[config.mk]
export PLATFORM = sky130hd
export DESIGN_NAME = ifetch_unit
export DESIGN_NICKNAME = d
export VERILOG_FILES = /design/src/rtl/ifetch_unit.sv
export SDC_FILE = /design/constraint.sdc
export NUM_CORES = 1
export LEC_CHECK = 0
export ABC_AREA = 1
export CORE_MARGIN = 3
export CORE_UTILIZATION = 45
export CTS_BUF_LIST = sky130_fd_sc_hd__clkbuf_16
export CTS_CLUSTER_DIAMETER = 80
export DETAILED_ROUTE_END_ITERATION = 12
export PLACE_DENSITY = 0.9
export SYNTH_ARGS = -nofsm -noshare
export SYNTH_HDL_FRONTEND = slang
export SYNTH_SLANG_ARGS = --single-unit
[constraint.sdc]
create_clock -name clock -period 5.65 [get_ports clock]
set_clock_uncertainty 0.2 [all_clocks]
set_input_delay 1.13 -clock clock [delete_from_list [all_inputs] [get_ports clock]]
set_output_delay 1.13 -clock clock [all_outputs]
set_load 0.05 [all_outputs]
[src/rtl/ifetch_unit.sv]
// Instruction fetch sequencer: samples the PC, fetches one word over a req/ack port,
// holds it for decode and drives the PC step control only on the handoff cycle.
module ifetch_unit #(
  parameter logic [31:0] PC_RESET_VALUE = 32'h8000_0000
) (
  input  logic        clock,
  input  logic        reset,
  input  logic [31:0] pc,
  input  logic [1:0]  ps_req,
  output logic [1:0]  ps,
  output logic        mem_req,
  output logic [31:0] mem_addr,
  input  logic        mem_ack,
  input  logic        mem_rvalid,
  input  logic [31:0] mem_rdata,
  output logic [31:0] inst,
  output logic        inst_valid,
  input  logic        inst_ready,
  output logic        fault,
  output logic [31:0] fault_addr,
  output logic [31:0] fetch_count
);

  typedef enum logic [2:0] {
    S_IDLE,
    S_REQ,
    S_WAIT,
    S_HOLD,
    S_FAULT
  } state_t;

  state_t      r_state;
  logic        r_mem_req;
  logic [31:0] r_mem_addr;
  logic [31:0] r_inst;
  logic        r_inst_valid;
  logic        r_fault;
  logic [31:0] r_fault_addr;
  logic [31:0] r_fetch_count;
  logic        w_handoff;

  // Decode takes the instruction this cycle; the PC steps on the same edge.
  assign w_handoff = (r_state == S_HOLD) && inst_ready;
  assign ps        = w_handoff ? ps_req : 2'b00;

  // NOTE: every register here uses non-blocking assignment so all state advances
  // together on the edge, and the asynchronous reset clears it without a clock.
  always_ff @(posedge clock or posedge reset) begin
    if (reset) begin
      r_state       <= S_IDLE;
      r_mem_req     <= 1'b0;
      r_mem_addr    <= 32'h0;
      r_inst        <= 32'h0;
      r_inst_valid  <= 1'b0;
      r_fault       <= 1'b0;
      r_fault_addr  <= PC_RESET_VALUE;
      r_fetch_count <= 32'h0;
    end else begin
      case (r_state)
        S_IDLE: begin
          if (pc[1:0] != 2'b00) begin
            r_fault_addr <= pc;
            r_fault      <= 1'b1;
            r_state      <= S_FAULT;
          end else begin
            r_mem_addr <= pc;
            r_mem_req  <= 1'b1;
            r_state    <= S_REQ;
          end
        end
        S_REQ: begin
          // A response cannot belong to this request yet, so rvalid is not looked at.
          if (mem_ack) begin
            r_mem_req <= 1'b0;
            r_state   <= S_WAIT;
          end
        end
        S_WAIT: begin
          if (mem_rvalid) begin
            r_inst       <= mem_rdata;
            r_inst_valid <= 1'b1;
            r_state      <= S_HOLD;
          end
        end
        S_HOLD: begin
          if (inst_ready) begin
            r_inst_valid  <= 1'b0;
            r_fetch_count <= r_fetch_count + 32'd1;
            r_state       <= S_IDLE;
          end
        end
        S_FAULT: begin
          r_state <= S_FAULT;
        end
        default: begin
          r_state <= S_IDLE;
        end
      endcase
    end
  end

  assign mem_req     = r_mem_req;
  assign mem_addr    = r_mem_addr;
  assign inst        = r_inst;
  assign inst_valid  = r_inst_valid;
  assign fault       = r_fault;
  assign fault_addr  = r_fault_addr;
  assign fetch_count = r_fetch_count;

endmodule

==> impl_metrics.ini <==
[setup_path]
cp-end-kind = primary output
worst-setup-path-type = primary input to primary output
worstRegToRegCells = 3
worstPathArrival_ns = 2.88
crit_fanout = 16
critPathLaunchType = primary input
r2r_slack_ns = 3.16
required_ns = 4.32
r2r-start = r_state[2]$_DFFE_PP0P_
reg2reg_to = mem_addr[24]$_DFFE_PP0P_

[drt]
first_iter_violations = 284
dr.pass1.iters = 5
post-route-drc-count = 0
vias_per_cell = 5.03
ant_nets = 0
routed-via-count = 4697
wirelength_um = 15100
wl_per_cell_um = 16.2

[synthesis]
synth_warnings = 0
synth_most_common_cell = nand2_1
yosys.area.top_type = dfrtp_1
synth_top_area_share_pct = 60.0
async_flop_share_pct = 100
postSynthAreaPerCell_um2 = 9.72
synthesis.area_um2 = 5540
synth-main-ff-cell = dfrtp_1
synth_common_cells = nand2_1 (151), dfrtp_1 (133), inv_1 (68), o21ai_0 (62), nor2_1 (34)
synth_edf_count = 0
synth-seq-cells = 134
yosysSeqAreaShare_pct = 60.5
ys_types = 27
synthCells = 570
mappedNetlistNets = 642
yosys-top-cells-area = dfrtp_1 (60%), nand2_1 (10%), mux2_2 (6.1%)

[timing]
hold_viol = 0
maxSlewViolCount = 0
max_freq_ghz = 0.237
rsz0062_at_grt = no
hold_slack_ns = 0.270
final.setup.tns_ns = 0
slew_headroom_pct = 23.6
tightest_slew_ns = 1.14
period_needed_ns = 4.21
finalCritPeriodShare_pct = 74.6
setup_viol = 0

[hold_path]
hold_end = mem_addr[0]$_DFFE_PP0P_
hp-class = register to register
min_from = mem_addr[0]$_DFFE_PP0P_
hold_depth = 2

[clock_network]
tritoncts = done
cts-root-buf = clkbuf_16
clockBufferDepth = 2
postCtsHoldBufs = 0
cts_num_sinks = 134
cts_buffers = 17
worstSkewPairLatency_ns = 0.42
post_cts_buffers = 0
clk_pin_slew_worst_paths_ns = 0.06
cts_resized = 0
cts_max_level = 4

[placed_design]
finalWeightedCongestion = 0.894
io_buffers = 203
post-dp-hpwl_um = 10600
place_area_um2 = 7710

[finish]
syn2layout_area_growth_pct = 49.3
nets = 850
fin_area_um2 = 8280
n_antenna_cell = 0
drive_above_1_share_pct = 9.86

[power_and_ir_drop]
powerDensity_nw_per_um2 = 549
leakage_nw = 3.84
irDropWorstVdd_mv = 0.382
p_total_mw = 4.55

[grt]
grtUsageTotal_pct = 22.9
antenna_found_initial = 0
grt_pass1_wl_um = 23800
grt_pass1_vias = 4778
grt_overflow_total = 0
grt_max_degree = 65

[flow_run]
cap_violations = 0

[status]
status = finished, final reports clean

[die]
die_area_um2 = 13700
core_um2 = 11700
rows = 39
fp.dieH_um = 117
io-pin-count = 204
start_util_pct = 47.3
die_w_um = 117
## routing by layer
metal / track usage [%] / vias to the layer above / wire (um)
met4: 10.9 / 0 / 510
met2: 39.1 / 186 / 7660
li1: - / 2227 / -
met3: 6.99 / 39 / 1040
met5: 0 / - / 0
met1: 26.1 / 2245 / 5920
## worst max-delay path by stage
stage          depth (start not counted)                end  slack, ns        from
6_report                               5              ps[1]       1.44  inst_ready
5_1_grt                                5              ps[1]       1.39  inst_ready
4_1_cts                                5              ps[1]       1.43  inst_ready
3_5_place_dp                           5              ps[1]       1.49  inst_ready
3_3_place_gp                           5              ps[1]       1.50  inst_ready
2_1_floorplan                          1  fault$_DFFE_PP0P_       0.74       reset
## worst max-delay path: stages
cell             delay [ns]
clkdlybuf4s50_1        0.49
nand3_2                0.07
buf_4                  0.21
nor2_1                 0.13
clkdlybuf4s50_1        0.84
## metrics by stage
stage	instances	worst slack, ns	util (%)
6_report	934	1.44	70.7
3_5_place_dp	902	1.49	65.9
5_1_grt	934	1.39	70.7
2_1_floorplan	570	0.739	-
4_1_cts	934	1.43	70.7
3_3_place_gp	902	1.50	65.9
## area by class of cell
cell class                 instances  area, um^2
multi-input combinational        349        1860
inverter                          70         265
fill                             838        3430
clock buffer                      17         425
sequential                       134        3350
tap                              143         179
timing repair buffer             206        2050
clock inverter                    15         140
## cells in the final DEF, fill, tap and decap left out, types with 2 or more instances in the layout
cell             Yosys  final
nand3b_1             3      3
dfrtp_1            133    133
o21ai_0             62     62
nand4_1              9      9
clkdlybuf4s50_1      0    203
inv_1               68     68
nor2_2               3      3
nor2_4               2      2
buf_4                0      3
nand3_1             22     21
clkinvlp_4           0      3
clkinv_2             0      4
clkinv_4             0      3
clkbuf_16            0     17
nor3_1               4      4
xor2_1               5      5
xnor2_1             12     12
nor3_2               2      2
nand2_1            151    151
inv_2                2      2
mux2_2              30     30
nand3_2              2      3
bufinv_16            0      2
clkinv_1             0      2
mux2_1               2      2
nor2_1              34     34
## registers in the layout, indices dropped and copies added, names as in the netlist
| signal | count |
|---|---|
| mem_addr | 32 |
| inst_valid | 1 |
| mem_req | 1 |
| inst | 32 |
| fault_addr | 32 |
| fault | 1 |
| fetch_count | 32 |
| r_state | 3 |
## kinds of logic (layout without fill, tap and decap cells)
family                   Yosys count  after routing  synth area share, %
AND/OR/NAND/NOR                  234            234                 18.1
flip-flops                       134            134                 60.5
buffers and inverters             87            308                 6.03
AO/OA/AOI/OAI                     65             65                 5.94
multiplexers                      32             32                 6.50
XOR/XNOR                          17             17                 2.69
adder cells (fa/ha/maj)            1              1                0.226
## power by group
part	switching [mW]	internal [mW]
clock network	0.405	0.641
logic	1.42	0.659
registers	0.171	1.26
total	1.99	2.55
No activity file was read; power rests on OpenSTA's default activity.
